<file path="src/rtl/adder_client.sv">
// adder_client: buffers producer words in a FIFO and replays them as an
// AXI-Stream master into the adder, counting accepted beats and packets.
module adder_client #(
   parameter int DATAW      = 128,
   parameter int FIFO_DEPTH = 16,
   parameter int CNTW       = 32
) (
   input  logic                          clk,
   input  logic                          rst,
   input  logic [DATAW-1:0]              client_tdata,
   input  logic                          client_tlast,
   input  logic                          client_valid,
   output logic                          client_ready,
   output logic                          axis_adder_interface_tvalid,
   output logic                          axis_adder_interface_tlast,
   output logic [DATAW-1:0]              axis_adder_interface_tdata,
   input  logic                          axis_adder_interface_tready,
   output logic [$clog2(FIFO_DEPTH):0]   fifo_occupancy,
   output logic [CNTW-1:0]               beat_count,
   output logic [CNTW-1:0]               pkt_count
);
   localparam int AW = $clog2(FIFO_DEPTH);
   localparam logic [AW:0]     P1 = 1;
   localparam logic [CNTW-1:0] C1 = 1;

   typedef enum logic {IDLE, SEND} state_t;

   state_t          state_q, state_d;
   logic [DATAW:0]  mem_q [FIFO_DEPTH];
   logic [AW:0]     wptr_q, rptr_q;
   logic [DATAW:0]  out_q;
   logic [CNTW-1:0] beat_q, pkt_q;
   logic            empty, full, push, pop, hs;

   assign empty = wptr_q == rptr_q;
   assign full  = (wptr_q[AW] != rptr_q[AW]) && (wptr_q[AW-1:0] == rptr_q[AW-1:0]);
   assign push  = client_valid && !full;
   assign hs    = (state_q == SEND) && axis_adder_interface_tready;

   assign client_ready                = !full;
   assign fifo_occupancy              = wptr_q - rptr_q;
   assign axis_adder_interface_tvalid = state_q == SEND;
   assign axis_adder_interface_tlast  = out_q[DATAW];
   assign axis_adder_interface_tdata  = out_q[DATAW-1:0];
   assign beat_count                  = beat_q;
   assign pkt_count                   = pkt_q;

   always_ff @(posedge clk or negedge rst) begin
      if (!rst) state_q <= IDLE;
      else      state_q <= state_d;
   end

   // The output register may be refilled whenever it is empty or its beat is taken.
   always_comb begin
      state_d = state_q;
      if (state_q == IDLE || axis_adder_interface_tready) state_d = empty ? IDLE : SEND;
   end

   always_comb begin
      pop = (state_q == IDLE || axis_adder_interface_tready) && !empty;
   end

   always_ff @(posedge clk) begin
      if (push) mem_q[wptr_q[AW-1:0]] <= {client_tlast, client_tdata};
   end

   always_ff @(posedge clk or negedge rst) begin
      if (!rst) begin
         wptr_q <= '0;
         rptr_q <= '0;
         out_q  <= '0;
         beat_q <= '0;
         pkt_q  <= '0;
      end else begin
         if (push) wptr_q <= wptr_q + P1;
         if (pop) begin
            rptr_q <= rptr_q + P1;
            out_q  <= mem_q[rptr_q[AW-1:0]];
         end
         if (hs) beat_q <= beat_q + C1;
         if (hs && out_q[DATAW]) pkt_q <= pkt_q + C1;
      end
   end
endmodule

</file>
<file path="config.mk">
export PLATFORM = sky130hd
export DESIGN_NAME = adder_client
export DESIGN_NICKNAME = d
export VERILOG_FILES = /design/src/rtl/adder_client.sv
export SDC_FILE = /design/constraint.sdc
export NUM_CORES = 2
export LEC_CHECK = 0
export ABC_AREA = 1
export CAP_MARGIN = 20
export CORE_UTILIZATION = 40
export DETAILED_ROUTE_END_ITERATION = 8
export PLACE_DENSITY = 0.65
export REMOVE_ABC_BUFFERS = 1
export SKIP_LAST_GASP = 1
export SLEW_MARGIN = 20
export SYNTH_ARGS = -nofsm -noshare
export SYNTH_HDL_FRONTEND = slang
export SYNTH_SLANG_ARGS = --single-unit
</file>
<file path="constraint.sdc">
create_clock -name clk -period 7.28 [get_ports clk]
set_clock_uncertainty 0.2 [all_clocks]
set_input_delay 2.184 -clock clk [delete_from_list [all_inputs] [get_ports clk]]
set_output_delay 2.184 -clock clk [all_outputs]
set_load 0.01 [all_outputs]
</file>
# == Word level (Yosys, flattened, before mapping) ==
# Memories as Yosys holds them, arrays and structs flattened. A register that Yosys moved wholly into a read port is not among the register bits.
# Index checks and enable logic that the tools add are counted.
# classes
n_eq_ne,3
div,0
order_cmp,0
n_addsub,5
mux,3
shift,0
multipliers,0
n_reduce_logical,9
bitwise_logic,1
# op_table
op,n
$add A32 B1 Y32 const B,2
$add A5 B1 Y5 const B,2
$eq A5 B5 Y1,1
$logic_and A1 B1 Y1,5
$sub A5 B5 Y5,1
$eq A4 B4 Y1,1
$logic_not A1 Y1,3
$mux W1,3
$logic_or A1 B1 Y1,1
$ne A1 B1 Y1,1
$not A1 Y1,1
# word_totals
word_cells,27
output_inout_bits,200
ram_bits,2064
latchBits,0
regBits,75
mem_count,1
input_bits,133
rom_bits,0
# memory_table
name,depth,word_bits,rd,rd_clocked_by_memory_dff,write_ports,line_no,source
mem_q,16,129,1,1,1,29,logic [DATAW:0] mem_q [FIFO_DEPTH];

# == Depth between registers and ports, before layout ==
# depth
word_depth,6
mapped_depth,15
depth_no_buf,10

# == Worst setup path before layout ==
# No wires, ideal clock.
# synth_timing
kind,input-to-reg
start,input client_valid
end,memory mem_q[11][0] (netlist bit) (enable)
path_stages,4
t_arrival_ps,7897
slack_ps,-1436
setup_time_ps,619
required_time_ps,6461
path_buffers,0
path_cell_list,nand2_1 -> inv_1 -> nand2_1 -> nor2_1
# synth_via
elab_chain_cells,3
# synth_lines
item,line_no,source
from (decl),12,"input logic client_valid,"
$logic_and A1 B1 Y1,37,assign push = client_valid && !full;
$mux W1,64,"if (push) mem_q[wptr_q[AW-1:0]] <= {client_tlast, client_tdata};"
$mux W1 (not written as such),64,
to (decl),29,
# Every way passes these cells.

# == Worst setup path in the final report ==
# layout_timing
start,register rptr_q[1]
end,output fifo_occupancy[4]
# layout_via
elab_chain_cells,1
# layout_lines
item,line_no,source
from (decl),30,"logic [AW:0] wptr_q, rptr_q;"
from (signal assigned),77,rptr_q <= rptr_q + P1;
$sub A5 B5 Y5,41,assign fifo_occupancy = wptr_q - rptr_q;
to (decl),18,"output logic [$clog2(FIFO_DEPTH):0] fifo_occupancy,"
# Every way passes these cells.

==> flow_metrics.py <==
metrics = {
    "job": {
        "drv_cap": 0,
    },
    "clock_network": {
        "clkTransAtPathRegs_ns": 0.06,
        "clk_path_buf_depth": 3,
        "cts_tree": "built",
        "clk_latency_ns": 0.91,
        "cts_resized": 0,
        "cts_hold_buf": 0,
        "cts_made_buffers": 232,
        "root_buffer": "clkbuf_16",
        "cts_max_level": 4,
        "cts_setup_buffers": 0,
        "clkSinkCount": 2268,
    },
    "routing": {
        "avgViaCountPerCell": 5.02,
        "wl_per_cell_um": 20.0,
        "vias": 63100,
        "wirelength_mm": 252,
        "drt-initial-drc-count": 5925,
        "drc": 0,
        "drt_pass1_iterations": 6,
        "drtAntennaViolNets": 0,
    },
    "cells_and_area": {
        "drive_above_1_share": 0.0515,
        "synthToLayoutAreaGrowth_pct": 15.3,
        "finish.utilization": 0.465,
        "nets": 9336,
        "fin_area_um2": 109000,
    },
    "floorplan": {
        "die_w_um": 489,
        "dieArea_um2": 239000,
        "die_h_um": 489,
        "core_area_um2": 235000,
        "start_util": 0.403,
        "rows": 178,
        "io_pins": 333,
    },
    "synthesis": {
        "synth.yosys.seq_area_share": 0.707,
        "yosysWarnings": 0,
        "avgSynthCellArea_um2": 10.6,
        "synth_top_area_share": 0.653,
        "synthesis.instances": 8977,
        "synth_mux_area_frac": 0,
        "syn_area_um2": 94900,
        "yosys.area_share.simple": 0.208,
        "synth_xor_xnor_area_share": 0.00498,
        "synth_top_family_by_area": "simple AND/OR/NAND/NOR gates",
        "yosys_register_bits": 2268,
        "yosysUniqueCellTypes": 26,
        "synth_fa_ha_area_frac": 0.00166,
        "synth_area_leaders": "edfxtp_1 (65%), nand2_1 (12%), nand3_1 (6.1%)",
        "synth_top_cell_by_area": "edfxtp_1",
        "synth_compound_gate_area_share": 0.0116,
    },
    "global_routing": {
        "grt_max_degree": 223,
        "grt_pass1_vias": 61300,
        "grt_antenna_before_repair": 27,
        "grt_pass1_wl_mm": 381,
        "grt.total_usage": 0.210,
        "gr-total-overflow": 0,
    },
    "power": {
        "total_power_mw": 42.5,
        "switching_share": 0.366,
        "p_int_mw": 26.9,
        "vdd_drop_max_uv": 355,
        "pwr-share-clk": 0.283,
        "combPwrFrac": 0.319,
        "leakage_nw": 44.4,
        "power_density_nw_per_um2": 388,
        "sequentialPowerShare": 0.398,
        "p_sw_mw": 15.5,
    },
    "timing": {
        "finalMaxSlewViolations": 0,
        "layout_setup_ws_ns": 0.869,
        "finalCritPeriodShare": 0.881,
        "final.setup.tns_ns": 0,
        "setup_viol": 0,
        "finalHoldViolCount": 0,
        "fmax_mhz": 156,
        "max-slew-margin-rel": 0.138,
        "tightest_slew_ns": 1.29,
        "layout_min_cycle_time_ns": 6.41,
        "rsz0062_at_grt": "false",
    },
    "placed_design": {
        "place_congestion": 0.813,
        "dp_slack_ns": 1.75,
        "placed_area_um2": 101000,
        "io_buffers": 332,
        "hpwlAfterDp_mm": 134,
    },
    "critical_path": {
        "cp-end-kind": "output port",
        "cp-start-kind": "flop",
        "cp_max_fo": 103,
        "worstPathArrival_ns": 4.03,
        "critical_path_required_ns": 4.90,
        "path_class": "flop to output port",
        "r2r_slack_ns": 2.03,
    },
    "hold_path": {
        "hold_class": "flop to flop",
    },
    "status": {
        "outcome": "finished, final reports clean",
    },
}
## layout make-up
| class | count | area [um^2] |
|---|---|---|
| diodes | 10 | 25.0 |
| clock buffers | 332 | 6570 |
| clock inverters | 110 | 1280 |
| fillers | 21100 | 126000 |
| inverters | 1142 | 4320 |
| multi-input cells | 5124 | 21600 |
| flip-flops and latches | 2268 | 67100 |
| well taps | 3150 | 3940 |
| repair buffers | 423 | 4560 |
## layout by cell type, fill, tap and decap left out, types with 17 or more instances in the layout
cell type and n:
clkinv_2 39, nor2_1 538, buf_4 48, clkdlybuf4s50_1 331
clkbuf_8 39, edfxtp_1 2064, bufinv_16 18, nand3_1 1149
nor2_4 17, clkinv_1 27, inv_1 1135, dfrtp_1 201
xnor2_1 22, a21oi_1 215, clkbuf_16 232, clkbuf_1 61
buf_12 41, xor2_1 32, nand2_1 3087
## critical path, stage by stage, from the launching register on
cell	delay, ns
dfrtp_4	1.05
inv_8	0.48
fa_1	0.60
nand3_1	0.09
nand2_1	0.10
xor2_1	0.18
clkdlybuf4s50_1	0.57
## synthesized netlist by cell type
cell / instances
xor2_1: 32
inv_2: 4
buf_1: 42
nor2_1: 554
or2_2: 1
clkbuf_1: 122
nor2_4: 1
nand4_1: 16
nand3b_1: 7
inv_1: 1138
nand3_1: 1149
nand2_2: 2
fa_1: 1
edfxtp_1: 2064
nor3_2: 1
dfrtp_1: 204
nor2_2: 6
a21oi_1: 215
o21ai_0: 4
xnor2_1: 22
buf_2: 263
buf_4: 13
buf_6: 3
nand2_1: 3088
nor3_1: 14
ha_1: 11
## sequential cells by signal (all words and copies together) (netlist names)
name                         cells
beat_count                      32
axis_adder_interface_tvalid      1
mem_q                         2064
wptr_q                           5
pkt_count                       32
rptr_q                           5
out_q                          129
## metrics by stage
| stage | hold slack, ns | instances |
|---|---|---|
| 6_report | 0.318 | 12600 |
| 2_1_floorplan | 0.263 | 8534 |
| 3_5_place_dp | 0.309 | 12100 |
| 3_3_place_gp | 0.310 | 12100 |
| 4_1_cts | 0.320 | 12500 |
| 5_1_grt | 0.342 | 12600 |
## worst paths after layout
| path | startpoint | to | depth (start not counted) |
|---|---|---|---|
| max | rptr_q[1]$_DFFE_PN0P_ | fifo_occupancy[4] | 6 |
| min | wptr_q[4]$_DFFE_PN0P_ | wptr_q[4]$_DFFE_PN0P_ | 1 |
| max reg2reg | rptr_q[1]$_DFFE_PN0P_ | mem_q[1][12]$_DFFE_PP_ | 10 |
| min reg2reg | wptr_q[4]$_DFFE_PN0P_ | wptr_q[4]$_DFFE_PN0P_ | 1 |
| max in group asynchronous | rst | out_q[0]$_DFFE_PN0P_ | 2 |
| min in group asynchronous | rst | out_q[56]$_DFFE_PN0P_ | 1 |
## power by group through the flow
stage               sequential, mW  clock, mW  combinational, mW
finish                        16.9       12.0               13.6
global route                  17.0       12.7               15.0
CTS                           16.9       12.2               13.6
detailed placement            17.2          0               13.5
global placement              17.1          0               13.4
floorplan                     17.6          0               7.03
## cell families after synthesis
| kind of cell | count (synthesis) |
|---|---|
| xor+xnor | 54 |
| simple gates | 4839 |
| buf+inv | 1585 |
| flops | 2268 |
| fa+ha+maj | 12 |
| compound gates | 219 |
## per-layer routing
layer,global-route usage,share of wire
met2,0.336,0.46
met3,0.0419,0.081
met4,0.0568,0.024
met5,0,0.00058
met1,0.290,0.43
Note: power is estimated with default switching activity, not from simulation.
